$ cat src/rtl/clk_div_prog.sv
// clk_div_prog: runtime-programmable clock divider with a registered divided
// output, a period-start tick and glitch-free (period-boundary) reconfiguration.
module clk_div_prog #(
  parameter int unsigned CNT_W       = 16,
  parameter int unsigned DEFAULT_DIV = 2
) (
  input  logic             clk,
  input  logic             rst,
  input  logic             en,
  input  logic [CNT_W-1:0] div_val,
  input  logic [CNT_W-1:0] high_val,
  input  logic             load,
  output logic             clk_out,
  output logic             tick,
  output logic             cfg_pend
);

  localparam logic [CNT_W-1:0] PER_RST = CNT_W'(DEFAULT_DIV);
  localparam logic [CNT_W-1:0] HI_RST  = CNT_W'(DEFAULT_DIV / 2);
  localparam logic [CNT_W-1:0] ONE     = CNT_W'(1);
  localparam logic [CNT_W-1:0] TWO     = CNT_W'(2);

  // Register state (_q) and next-state (_d)
  logic [CNT_W-1:0] cnt_q,      cnt_d;
  logic [CNT_W-1:0] per_act_q,  per_act_d;
  logic [CNT_W-1:0] hi_act_q,   hi_act_d;
  logic [CNT_W-1:0] per_pend_q, per_pend_d;
  logic [CNT_W-1:0] hi_pend_q,  hi_pend_d;
  logic             cfg_pend_q, cfg_pend_d;
  logic             clk_out_q,  clk_out_d;
  logic             tick_q,     tick_d;

  // Sanitised capture values and boundary detection
  logic [CNT_W-1:0] per_san_c;
  logic [CNT_W-1:0] hi_san_c;
  logic             wrap_c;
  logic             boundary_c;

  // Clamp requested settings so every period has at least one high and one low cycle
  always_comb begin
    per_san_c = (div_val < TWO) ? TWO : div_val;
    if (high_val == '0) begin
      hi_san_c = ONE;
    end else if (high_val >= per_san_c) begin
      hi_san_c = per_san_c - ONE;
    end else begin
      hi_san_c = high_val;
    end
  end

  // A period boundary is the last count of a period, or any cycle while disabled
  always_comb begin
    wrap_c     = (cnt_q == (per_act_q - ONE));
    boundary_c = !en || wrap_c;
  end

  // Counter and registered outputs, derived from the current count
  always_comb begin
    cnt_d     = '0;
    clk_out_d = 1'b0;
    tick_d    = 1'b0;
    if (en) begin
      cnt_d     = wrap_c ? '0 : (cnt_q + ONE);
      clk_out_d = (cnt_q < hi_act_q);
      tick_d    = (cnt_q == '0);
    end
  end

  // Configuration: capture into pending, apply at a boundary; a load landing on
  // a boundary bypasses the pending registers and is applied directly
  always_comb begin
    per_act_d  = per_act_q;
    hi_act_d   = hi_act_q;
    per_pend_d = per_pend_q;
    hi_pend_d  = hi_pend_q;
    cfg_pend_d = cfg_pend_q;
    if (load && boundary_c) begin
      per_act_d  = per_san_c;
      hi_act_d   = hi_san_c;
      cfg_pend_d = 1'b0;
    end else if (cfg_pend_q && boundary_c) begin
      per_act_d  = per_pend_q;
      hi_act_d   = hi_pend_q;
      cfg_pend_d = 1'b0;
    end else if (load) begin
      per_pend_d = per_san_c;
      hi_pend_d  = hi_san_c;
      cfg_pend_d = 1'b1;
    end
  end

  // State registers with synchronous active-high reset
  always_ff @(posedge clk) begin
    if (rst) begin
      cnt_q      <= '0;
      per_act_q  <= PER_RST;
      hi_act_q   <= HI_RST;
      per_pend_q <= PER_RST;
      hi_pend_q  <= HI_RST;
      cfg_pend_q <= 1'b0;
      clk_out_q  <= 1'b0;
      tick_q     <= 1'b0;
    end else begin
      cnt_q      <= cnt_d;
      per_act_q  <= per_act_d;
      hi_act_q   <= hi_act_d;
      per_pend_q <= per_pend_d;
      hi_pend_q  <= hi_pend_d;
      cfg_pend_q <= cfg_pend_d;
      clk_out_q  <= clk_out_d;
      tick_q     <= tick_d;
    end
  end

  assign clk_out  = clk_out_q;
  assign tick     = tick_q;
  assign cfg_pend = cfg_pend_q;

endmodule

$ cat config.mk
export PLATFORM = sky130hd
export DESIGN_NAME = clk_div_prog
export DESIGN_NICKNAME = d
export VERILOG_FILES = /design/src/rtl/clk_div_prog.sv
export SDC_FILE = /design/constraint.sdc
export NUM_CORES = 1
export LEC_CHECK = 0
export ABC_AREA = 1
export CORE_ASPECT_RATIO = 1.5
export CORE_MARGIN = 2
export CORE_UTILIZATION = 30
export CTS_BUF_LIST = sky130_fd_sc_hd__clkbuf_8 sky130_fd_sc_hd__clkbuf_16
export CTS_CLUSTER_SIZE = 28
export DETAILED_ROUTE_END_ITERATION = 10
export PLACE_DENSITY_LB_ADDON = 0.3
export SLEW_MARGIN = 15
export SYNTH_ARGS = -nofsm -noshare
export SYNTH_HDL_FRONTEND = slang
export SYNTH_SLANG_ARGS = --single-unit
$ cat constraint.sdc
create_clock -name clk -period 4.62 [get_ports clk]
set_input_delay 0.924 -clock clk [delete_from_list [all_inputs] [get_ports clk]]
set_output_delay 0.924 -clock clk [all_outputs]
set_load 0.01 [all_outputs]
==> impl_metrics.yaml, run 1 <==
outcome:
  status: "finished, final reports clean"
clock_tree:
  clockRootBuffer: "clkbuf_16"
  worst_setup_hold_path_clk_slew_ns: 0.07
  post_cts_buffers: 0
  cts_resized: 0
  cts.sinks: 83
  insertion_delay_ns: 0.35
  cts.hold.buffers_added: 0
  ctsHtreeMaxLevel: 3
  numCtsBuffers: 9
  cts_buffer_depth: 2
  cts_tree: "built"
timing:
  relSlewSlack_pct: 27.29
  max_freq_ghz: 0.2725
  setup_viol: 0
  worst_pin_slew_ns: 1.088
  layout_min_cycle_time_ns: 3.670
  fin_crit_sh_pct: 79.43
  rsz0062_at_grt: "false"
  drv_slew: 0
  finalSetupTns_ns: 0
  hold_violations: 0
  skew_ns: 0.006101
pwr:
  ir_drop_mv: 0.1510
  finalPower_mw: 1.926
  p_per_area_nw_per_um2: 297.9
  p_leak_nw: 3.040
routing:
  first_pass_iters: 5
  vias: 5408
  routed_wl_mm: 15.77
  drc: 0
  wl_per_cell_um: 13.36
  vias_per_cell: 4.583
  drtAntennaViolNets: 0
  dr.first_iter.drc_count: 303
yosys:
  syn_area_per_cell_um2: 6.221
  yosysSeqAreaShare_pct: 29.61
  yosysWarnings: 0
  synth_cell_types: 33
  syn_inst: 902
  synth_fp_nets: 973
  syn_area_um2: 5612
  ys_seq_elements: 83
cells_and_area:
  nets: 994
  drive_gt1_share_pct: 3.879
  final_util_pct: 35.00
  area_delta_synth_final_pct: 15.21
  antenna_cells: 0
global_routing:
  grt_pass1_wl_mm: 26.31
  track_usage_pct: 16.78
  grt_max_degree: 51
  grt_pass1_vias: 5218
  antenna_found_initial: 0
  grt-ovfl-total: 0
die:
  ioPinCount: 39
  rows: 61
  core_um2: 18470
  start_util_pct: 30.38
  die_h_um: 171.5
  dieArea_um2: 19840
  chipWidth_um: 115.7
worst_setup_path:
  start_kind: "input port"
  crit_type: "in -> reg"
  endpoint_kind: "flip-flop"
  arrival_ns: 3.93
  worstPathMaxFanout: 32
  crit_required_ns: 4.88
place:
  gp_congestion: 0.9063
  port_buffers: 38
  post-dp-hpwl_mm: 12.05
worst_hold_path:
  worstHoldPathType: "reg -> reg"
job:
  cap_violations: 0
[through the flow]
step           worst slack [ns]  hold WS, ns  instance area [um2]  cells
6_report                 0.9504       0.4554                 6465   1180
5_1_grt                  0.5000       0.4713                 6465   1180
4_1_cts                  0.9804       0.4571                 6465   1180
3_5_place_dp             0.6199       0.4427                 6180   1164
3_3_place_gp             0.6488       0.4406                 6180   1164
2_1_floorplan             1.557       0.4294                 5612    902
[layer usage]
metal	share of wire [%]	wire, um	global-route usage (%)
met5	0	0	0
met4	3.4	537	7.143
met1	43	6841	19.91
met2	51	8054	29.98
met3	2.1	334	2.149
[registers in the layout (all words and copies together), names as in the netlist]
register	cells
cnt_q	16
tick	1
cfg_pend	1
hi_act_q	16
per_act_q	16
clk_out	1
per_pend_q	16
hi_pend_q	16
[area by class of cell]
class / count / area [um2]
Clock buffer: 9 / 225.2
Clock inverter: 7 / 60.06
Fill cell: 2093 / 12010
Inverter: 139 / 521.8
Multi-Input combinational cell: 646 / 3248
Sequential cell: 83 / 1662
Tap cell: 252 / 315.3
Timing Repair Buffer: 44 / 432.9
[synthesized netlist by cell type (all sizes together)]
cell,number,area (um2)
nand2,285,1077
ha,35,437.9
nand3,54,270.3
xnor2,9,78.83
nand3b,3,22.52
a31oi,1,6.260
o211ai,10,75.07
xor2,15,131.4
o21a,2,15.01
inv,137,514.2
nor4,3,18.77
a21oi,77,385.4
xnor3,1,22.52
nand4,14,87.58
or4,1,7.510
nor2,84,332.8
nor3b,5,37.54
nor3,11,55.05
or2,2,12.51
clkinv,2,7.510
o21ai,33,165.1
clkbuf,16,60.06
o2111ai,1,8.760
buf,18,120.1
dfxtp,83,1662
[worst paths after layout]
check / start / to / slack, ns / depth (start not counted)
setup reg to reg: per_act_q[0] / per_act_q[9] / 1.19 / 14
setup / recovery: div_val[9] / hi_pend_q[7] / 0.95 / 21
hold reg to reg: per_pend_q[2] / per_pend_q[2] / 0.46 / 2
hold / removal: per_pend_q[2] / per_pend_q[2] / 0.46 / 2
[worst max-delay path: stages]
cell and delay (ns):
clkdlybuf4s50_1 0.46, nor2_1 0.25, nand2_1 0.11, nor2_1 0.10
nand4_1 0.17, nand2_1 0.16, inv_1 0.10, ha_1 0.30
a21oi_1 0.06, o21ai_0 0.14, nand2_1 0.06, nand2_1 0.06
nand2_1 0.04, nand3_1 0.07, buf_4 0.30, o21ai_0 0.12
inv_1 0.08, nand2_1 0.10, inv_1 0.07, nand3_1 0.07
a21oi_1 0.18
[report_power, final]
group,leakage [nW],total [mW],internal (mW),switching (mW)
combinational,2.23,0.432,0.160,0.271
sequential,0.683,0.790,0.764,0.0254
clock,0.131,0.704,0.373,0.332
total,3.04,1.93,1.30,0.628
[cells by family after synthesis]
| kind of cell | share of synthesized area [%] |
|---|---|
| AOI/OAI and AO/OA | 11.68 |
| xor gates and xnor gates | 4.147 |
| adders and majority gates | 7.804 |
| buffers and inverters | 12.51 |
| DFF | 29.61 |
| and+or+nand+nor | 34.25 |
[cell usage in the layout, fill, tap and decap left out, drive strengths merged]
cell type / instances
a21oi: 77
a31oi: 1
buf: 7
clkbuf: 9
clkdlybuf4s50: 37
clkinv: 3
clkinvlp: 3
dfxtp: 83
ha: 35
inv: 140
nand2: 285
nand3: 54
nand3b: 3
nand4: 14
nor2: 84
nor3: 11
nor3b: 5
nor4: 3
o2111ai: 1
o211ai: 10
o21a: 2
o21ai: 33
or2: 2
or4: 1
xnor2: 9
xnor3: 1
xor2: 15
Power figures use the tool's default switching activity.
==> run 2: changes to the inputs <==
clock period = 3.4 ns   (was 4.62 ns; I/O delays follow)
==> run 2 against run 1 <==
Effect of this change: largest power group unchanged; routed wire length is 0.41% lower; global-route usage is 0.19 points lower; critical path depth is 2 higher; utilization is 1.7 points higher; clock skew is 0.00051 ns higher.
==> impl_metrics.yaml, run 2 (synthesis gave the netlist of run 1 again) <==
routing:
  dr.first_iter.drc_count: 211
  first_pass_iters: 4
  drc: 0
  vias: 5542
  drtAntennaViolNets: 0
  wl_per_cell_um: 12.90
  routed_wl_mm: 15.70
  vias_per_cell: 4.554
clock_tree:
  ctsHtreeMaxLevel: 3
  cts_buffer_depth: 2
  post_cts_buffers: 0
  cts_resized: 0
  worst_setup_hold_path_clk_slew_ns: 0.06
  cts.hold.buffers_added: 0
  insertion_delay_ns: 0.34
  cts.sinks: 83
  cts_tree: "built"
  clockRootBuffer: "clkbuf_16"
  numCtsBuffers: 9
cells_and_area:
  layout_commonest_cell: "nand2_1"
  drive_gt1_share_pct: 7.772
  area_delta_synth_final_pct: 20.89
  antenna_cells: 0
  final_cell_mix: "nand2_1, inv_1, dfxtp_1"
  nets: 1032
job:
  cap_violations: 0
global_routing:
  track_usage_pct: 16.59
  grt_pass1_vias: 5232
  grt_max_degree: 51
  grt-ovfl-total: 0
  grt_pass1_wl_mm: 25.85
  antenna_found_initial: 0
pwr:
  ir_drop_mv: 0.2051
  p_leak_nw: 3.249
  p_per_area_nw_per_um2: 403.3
  finalPower_mw: 2.736
timing:
  layout_min_cycle_time_ns: 3.084
  rsz0062_at_grt: "false"
  relSlewSlack_pct: 59.67
  holdWs_ns: 0.4514
  worst_pin_slew_ns: 0.6035
  skew_ns: 0.006610
  hold_violations: 0
  max_freq_ghz: 0.3243
  drv_slew: 0
  finalSetupTns_ns: 0
  fin_crit_sh_pct: 90.69
  setup_viol: 0
die:
  chipWidth_um: 115.7
  core_um2: 18470
  dieArea_um2: 19840
  ioPinCount: 39
  start_util_pct: 30.38
  rows: 61
  die_h_um: 171.5
place:
  gp_congestion: 0.9427
  post-dp-hpwl_mm: 12.42
  port_buffers: 38
worst_setup_path:
  worstPathMaxFanout: 11
  endpoint_kind: "flip-flop"
  arrival_ns: 3.36
  crit_required_ns: 3.67
  start_kind: "input port"
  crit_type: "in -> reg"
worst_hold_path:
  worstHoldPathType: "reg -> reg"
outcome:
  status: "finished, final reports clean"
-- run 2: changes by cell type in the layout (fill, tap and decap cells not counted), moves of 2 or more --
cell,delta
buf_4,+37
nor2_1,-3
clkinv_2,+2
clkinvlp_4,-3
inv_6,-2
bufinv_16,+2
nor2_2,+3
-- run 2: metal layers --
layer | track usage (%) | routed length [um] | up-vias
met4 | 7.453 | 596 | 0
li1 | - | - | 2955
met3 | 2.185 | 393 | 30
met2 | 30.41 | 8083 | 88
met5 | 0 | 0 | -
met1 | 18.83 | 6628 | 2469
-- run 2: area by class of cell --
cell class,instances,area (um2)
clock buffers,9,225.2
flip-flops and latches,83,1662
inverters,139,521.8
clock inverters,6,82.58
well taps,252,315.3
repair buffers,82,721.9
fillers,2069,11690
multi-input cells,646,3256
-- run 2: per-stage QoR --
step                std cells  setup slack [ns]  instance area (um2)  utilization (%)
global placement         1202          -0.06145                 6465            35.00
finish                   1217            0.3164                 6784            36.73
floorplan                 902            0.5807                 5612                -
detailed placement       1202          -0.08119                 6465            35.00
global route             1217          0.007333                 6784            36.73
CTS                      1217            0.2495                 6773            36.67
-- run 2: path summary, 6_finish.rpt --
path	depth (start not counted)	end	startpoint	slack, ns
worst max-delay path	23	hi_pend_q[3]	div_val[9]	0.32
worst min-delay path	2	per_pend_q[5]	per_pend_q[5]	0.45
worst max register to register	16	hi_pend_q[14]	per_act_q[0]	0.59
worst min register to register	2	per_pend_q[5]	per_pend_q[5]	0.45
-- run 2: worst max-delay path, stage by stage --
cell,delay [ns]
clkdlybuf4s50_1,0.44
nor2_2,0.14
nand2_1,0.09
nor2_2,0.12
nand4_1,0.11
buf_4,0.16
nand2_1,0.07
inv_1,0.04
ha_1,0.16
inv_1,0.05
a21oi_1,0.05
o21ai_0,0.14
nand2_1,0.07
nand2_1,0.05
nand2_1,0.04
nand3_1,0.13
buf_4,0.19
buf_4,0.13
nor2_1,0.03
nand3b_1,0.18
inv_1,0.08
nand3_1,0.07
a21oi_1,0.15
-- run 2: power breakdown --
| part | internal (mW) | switching (mW) |
|---|---|---|
| logic | 0.252 | 0.373 |
| registers | 1.04 | 0.0340 |
| clock network | 0.636 | 0.403 |
| total | 1.93 | 0.810 |
==> RTL change 1 (settings of run 2) <==
Put one more register stage on the output `cfg_pend`, with the module's reset. The value now appears one clock later. The other outputs are not delayed to match.
--- a/src/rtl/clk_div_prog.sv
+++ b/src/rtl/clk_div_prog.sv
@@ -115,5 +115,11 @@
   assign clk_out  = clk_out_q;
   assign tick     = tick_q;
-  assign cfg_pend = cfg_pend_q;
+  always_ff @(posedge clk) begin
+    if (rst) begin
+      cfg_pend <= '0;
+    end else begin
+      cfg_pend <= cfg_pend_q;
+    end
+  end
 
 endmodule
Function: changed (Yosys sat finds a counterexample within 4 cycles, from zero or initial values and one cycle with rst high).
==> RTL change 1 against run 2 <==
- power rose by 2.9%
- synthesized area rose by 2.7%
- via count rose by 2.4%
- setup slack got worse by 130 ps
- clock skew rose by 3.3 ps
- largest power group unchanged
- count of clock-buffer cells in the layout rose by 1
- design area rose by 3.6%
- core utilization rose by 0.25 points
- sequential cell count rose by 1
- sequential share of layout area fell by 0.57 points
- register-to-register slack got worse by 20 ps
- routed wire length rose by 7.6%
==> RTL change 1: results (changes against run 2) <==
Status
  – Status: finished clean

Cells and area
  – Fin cells: 1246 (+2.4%)
  – Nets: 1056 (+2.3%)
  – ANT cells: 0 (unchanged)
  – Layout cell share with drive strength beyond 1: 10.30% (+2.5 points)

Power and ir drop
  – Max VDD drop: 0.0002188 V (+6.7%)
  – Leak pwr: 3.357 nW (+3.3%)

Critical path
  – R2R depth: 16 (unchanged)
  – Crit path DAT: 3430 ps (+70 ps)
  – Reg-to-reg setup timing slack: 570 ps (-20 ps)
  – Worst r2r src: per_act_q[0]
  – Critical Path Fanout Max: 4 (-7)
  – CP startpoint: div_val[8]
  – Worst R2R End: hi_pend_q[8]

Worst hold path
  – Min-Delay Path Depth: 2 (unchanged)
  – Tightest Hold Check Type: reg2reg
  – Worst hold start: per_pend_q[2]
  – Worst Hold End: per_pend_q[2]

Logic synthesis
  – Syn Inst Count: 915 (+1.4%)
  – Asr flop ratio synth: 0% (unchanged)
  – Post-synthesis sequential area ratio: 29.19% (-0.42 points)
  – Syn Nets: 986 (+1.3%)
  – Ranking of synthesized cells by area: dfxtp_1 29%, nand2_1 19%, inv_1 8.4%, ha_1 7.6%, nor2_1 5.8%
  – Commonest cells post-synth: 296 x nand2_1, 129 x inv_1, 89 x nor2_1, 84 x dfxtp_1, 61 x a21oi_1
  – Predominant post-synthesis flop cell: dfxtp_1
  – Synth warn: 0 (unchanged)

Global routing
  – Largest net degree at the start of global routing: 56 (+9.8%)
  – Met2 GRT Util: 30.58% (+0.17 points)
  – Vias in the first global route: 5310 (+1.5%)
  – First-pass GRT wire length: 27530 um (+6.5%)
  – M1 GR Usage: 20.92% (+2.1 points)
  – Met3 Usage GRT: 2.063% (-0.12 points)
  – Gr usage total: 17.26% (+0.67 points)

Detailed routing
  – DR iter-0 viols: 259 (+23%)
  – DR pass1 iterations: 4 (unchanged)
  – Routed Wire Length: 16900 um (+7.6%)
  – DR vias: 5673 (+2.4%)

CTS
  – Clock latency on the worst-skew pair: 340 ps (about the same)
  – CTS Buf Count: 9 (unchanged)
  – CTS clk-pin slew, worst paths: ~70 ps
  – H-tree Lvls: 3 (unchanged)

Placed design
  – Placed cell area: 0.006671 mm^2 (+3.2%)
  – IO Port Bufs: 38 (unchanged)
  – DP HPWL: 13150 um (+5.9%)
  – GP Congestion: 0.8822 (-6.4%)
  – Setup WS pre-CTS: -249.4 ps (-168.2 ps)

Timing
  – Slew @ Worst Pin: 642.0 ps (+38.52 ps)
  – Clock skew: 9.870 ps (+3.260 ps)
  – Part of the cycle the worst path needs: 94.60% (+3.9 points)
==> RTL change 1: cell count changes in the layout (fill, tap and decap cells not counted), moves of 4 or more <==
cell     delta
inv_1       -5
a21oi_2    +14
nand2_1    +13
nand4_1     +4
buf_4      +12
nor3b_1     +4
o21ai_0    -11
a21oi_1    -16
nor2_1      +9
==> RTL change 1: per-stage QoR <==
step	hold WS, ps	power [mW]	TNS, ps
floorplan	423.6	1.530	0
global placement	440.6	1.750	-2445
detailed placement	444.8	1.756	-3667
CTS	460.7	2.844	0
global route	472.4	2.981	-43.80
finish	460.9	2.817	0
==> RTL change 1: cell families (layout without fill, tap and decap cells) <==
kind of cell	count (synthesis)	after routing	share of synthesized area, %
compound gates	108	108	10.88
flops	84	84	29.19
xor+xnor	28	28	4.257
fa+ha+maj	35	35	7.602
buf+inv	165	240	12.05
simple gates	495	495	36.01
==> RTL change 1: final cells by class <==
| type | count | area, um^2 |
|---|---|---|
| Fill cell | 2054 | 11980 |
| Multi-Input combinational cell | 666 | 3407 |
| Sequential cell | 84 | 1682 |
| Timing Repair Buffer | 93 | 800.8 |
| Inverter | 131 | 491.7 |
| Tap cell | 256 | 320.3 |
| Clock buffer | 10 | 239.0 |
| Clock inverter | 6 | 87.58 |
==> RTL change 1: repair_timing <==
item	CTS	global route
hold buffers	0	0
resized for setup	0	7
buffers inserted	0	1
setup endpoints to repair	0	12
==> RTL change 1: report_power, final <==
part | switching, mW | internal (mW)
registers | 0.0356 | 1.05
logic | 0.389 | 0.261
clock network | 0.419 | 0.664
==> RTL change 1: how the worst max path moves through the flow <==
stage | depth (start not counted) | end
after global routing | 21 | hi_act_q[14]
after detailed placement | 21 | hi_act_q[14]
after global placement | 20 | hi_pend_q[10]
after CTS | 20 | hi_pend_q[10]
final | 21 | hi_act_q[14]
after floorplan | 18 | hi_pend_q[10]
==> RTL change 1: metal layers <==
| layer | vias to the layer above | wire [um] | share of wire (%) |
|---|---|---|---|
| met5 | - | 0 | 0 |
| met4 | 0 | 425 | 2.5 |
| met3 | 24 | 364 | 2.2 |
| met2 | 75 | 9075 | 54 |
| met1 | 2555 | 7032 | 42 |
| li1 | 3019 | - | - |
==> RTL change 1: critical path: stages <==
cell,delay (ps)
clkdlybuf4s50_1,440
nor2_2,160
nand2_1,100
nor2_2,160
nand4_1,110
buf_4,160
nand2_1,70
buf_4,130
ha_1,190
nand2_2,100
nor2_4,150
inv_1,60
nor2_1,80
buf_4,140
nand4_1,90
xor2_1,210
nand2_1,90
nand3_2,90
nand3_1,80
nand2_1,80
a21oi_1,50
==> RTL change 2 (config.mk and constraints of run 2) <==
Without the edit above. `CNT_W`: 16 -> 20.
--- a/src/rtl/clk_div_prog.sv
+++ b/src/rtl/clk_div_prog.sv
@@ -2,5 +2,5 @@
 // output, a period-start tick and glitch-free (period-boundary) reconfiguration.
 module clk_div_prog #(
-  parameter int unsigned CNT_W       = 16,
+  parameter int unsigned CNT_W       = 20,
   parameter int unsigned DEFAULT_DIV = 2
 ) (
Interface: changed (resized div_val and high_val); port bits go from 39 to 47. The function was not compared with the original's and may differ.
==> RTL change 2 against run 2 <==
- setup slack got worse by 80 ps
- clock power rose by 9.6%
- routed wire length rose by 32%
- sequential cell count rose by 20
- power rose by 19%
- design area rose by 29%
- synthesized area rose by 28%
- critical path type unchanged
- critical endpoint is now hi_pend_q[19]
- largest power group unchanged
- highest routed layer unchanged
==> RTL change 2: results (changes against run 2) <==
Status
  – Status: finished clean

Floorplan
  – Die extent in x: 130.4 um (+13%)

Critical path
  – Crit path DAT: 3440 ps (+80 ps)
  – Critical Path Fanout Max: 14 (+3)
  – Worst r2r src: per_act_q[0]
  – CP startpoint: div_val[7]

Timing
  – Clock skew: 8.361 ps (+1.751 ps)
  – Slew @ Worst Pin: 629.6 ps (+26.08 ps)

Placed design
  – DP HPWL: 16180 um (+30%)
  – Placed cell area: 0.008352 mm^2 (+29%)
  – IO Port Bufs: 46 (+21%)
  – Placed Instances: 1553 (+29%)
  – Setup WS pre-CTS: -354.7 ps (-273.5 ps)
  – GP Congestion: 0.9487 (+0.64%)

CTS
  – CTS Buf Count: 9 (unchanged)
  – Clock latency on the worst-skew pair: 360 ps (+20 ps)
  – Clock root buffer: clkbuf_16

Detailed routing
  – DR WL met2: 10860 um (+34%)
  – Via density: 4.577 (+0.51%)
  – DR iter-0 viols: 353 (+67%)
  – Routed Wire Length: 20710 um (+32%)
  – Met3 wire length: 421 um (+7.1%)
  – WL met1: 8601 um (+30%)
  – DR pass1 iterations: 5 (+1)
  – DR vias: 7195 (+30%)

Logic synthesis
  – Post-synthesis sequential area ratio: 28.70% (-0.91 points)
  – Library cells used by synthesis: 43 (+30%)
  – Commonest cells post-synth: 366 x nand2_1, 169 x inv_1, 106 x nor2_1, 103 x dfxtp_1, 101 x a21oi_1
  – Asr flop ratio synth: 0% (unchanged)
  – Post-synth top area share: 28.70% (-0.91 points)
  – Syn Nets: 1251 (+29%)
  – Ranking of synthesized cells by area: dfxtp_1 29%, nand2_1 19%, inv_1 8.8%, ha_1 7.5%, a21oi_1 7.0%
  – Average size of a mapped cell: 6.172 um^2 (-0.79%)

Global routing
  – Vias in the first global route: 7059 (+35%)
  – Largest net degree at the start of global routing: 74 (+45%)
  – First-pass GRT wire length: 34380 um (+33%)
  – Gr usage total: 17.06% (+0.47 points)

Cells and area
  – Layout cell share with drive strength beyond 1: 10.22% (+2.4 points)
  – Synthesis-to-layout area growth: 22.05%
  – Filler cells: 2644 (+28%)

Power and ir drop
  – Internal power: 2.247 mW (+17%)
  – Leak pwr: 4.352 nW (+34%)
  – Max VDD drop: 0.0002391 V (+17%)

Worst hold path
  – Worst hold start: hi_pend_q[18]
==> RTL change 2: area by class of cell <==
type,count,area share [%]
Multi-Input combinational cell,845,48.83
Sequential cell,103,23.52
Timing Repair Buffer,114,11.96
Inverter,175,7.491
Tap cell,319,4.552
Clock buffer,9,2.568
Clock inverter,7,1.084
==> RTL change 2: worst paths after layout <==
| check | endpoint | cells past startpoint | slack (ps) |
|---|---|---|---|
| setup / recovery | hi_pend_q[19] | 20 | 240 |
| hold / removal | hi_pend_q[18] | 2 | 450 |
| setup reg to reg | hi_pend_q[19] | 17 | 680 |
| hold reg to reg | hi_pend_q[18] | 2 | 450 |
==> RTL change 2: routing by layer <==
metal | global-route usage [%] | vias up
li1 | - | 3841
met1 | 19.53 | 3209
met4 | 7.998 | 0
met2 | 31.01 | 109
met5 | 0 | -
met3 | 1.825 | 36
==> RTL change 2: logic make-up after synthesis <==
logic type,share of synthesized area (%)
AO/OA/AOI/OAI,11.58
XOR/XNOR,2.926
adder cells (fa/ha/maj),7.489
buffers and inverters,12.28
flip-flops,28.70
AND/OR/NAND/NOR,37.03
==> RTL change 2: critical path: cells and delay by family <==
kind / cells / cell delay [ps]
and+or+nand+nor: 11 / 1260
buffers and inverters: 4 / 790
AOI/OAI and AO/OA: 4 / 430
adders and majority gates: 1 / 270
==> RTL change 2: what timing repair did <==
action / in CTS / in global routing
setup buffers: 0 / 2
resized for setup: 0 / 24
setup endpoints to repair: 0 / 40
==> RTL change 2: power groups by stage <==
stage               logic (mW)  registers (mW)  clock network, mW
floorplan                0.514            1.34                  0
global placement         0.773            1.34                  0
detailed placement       0.779            1.34                  0
CTS                      0.783            1.32               1.17
global route             0.912            1.32               1.21
finish                   0.794            1.32               1.14
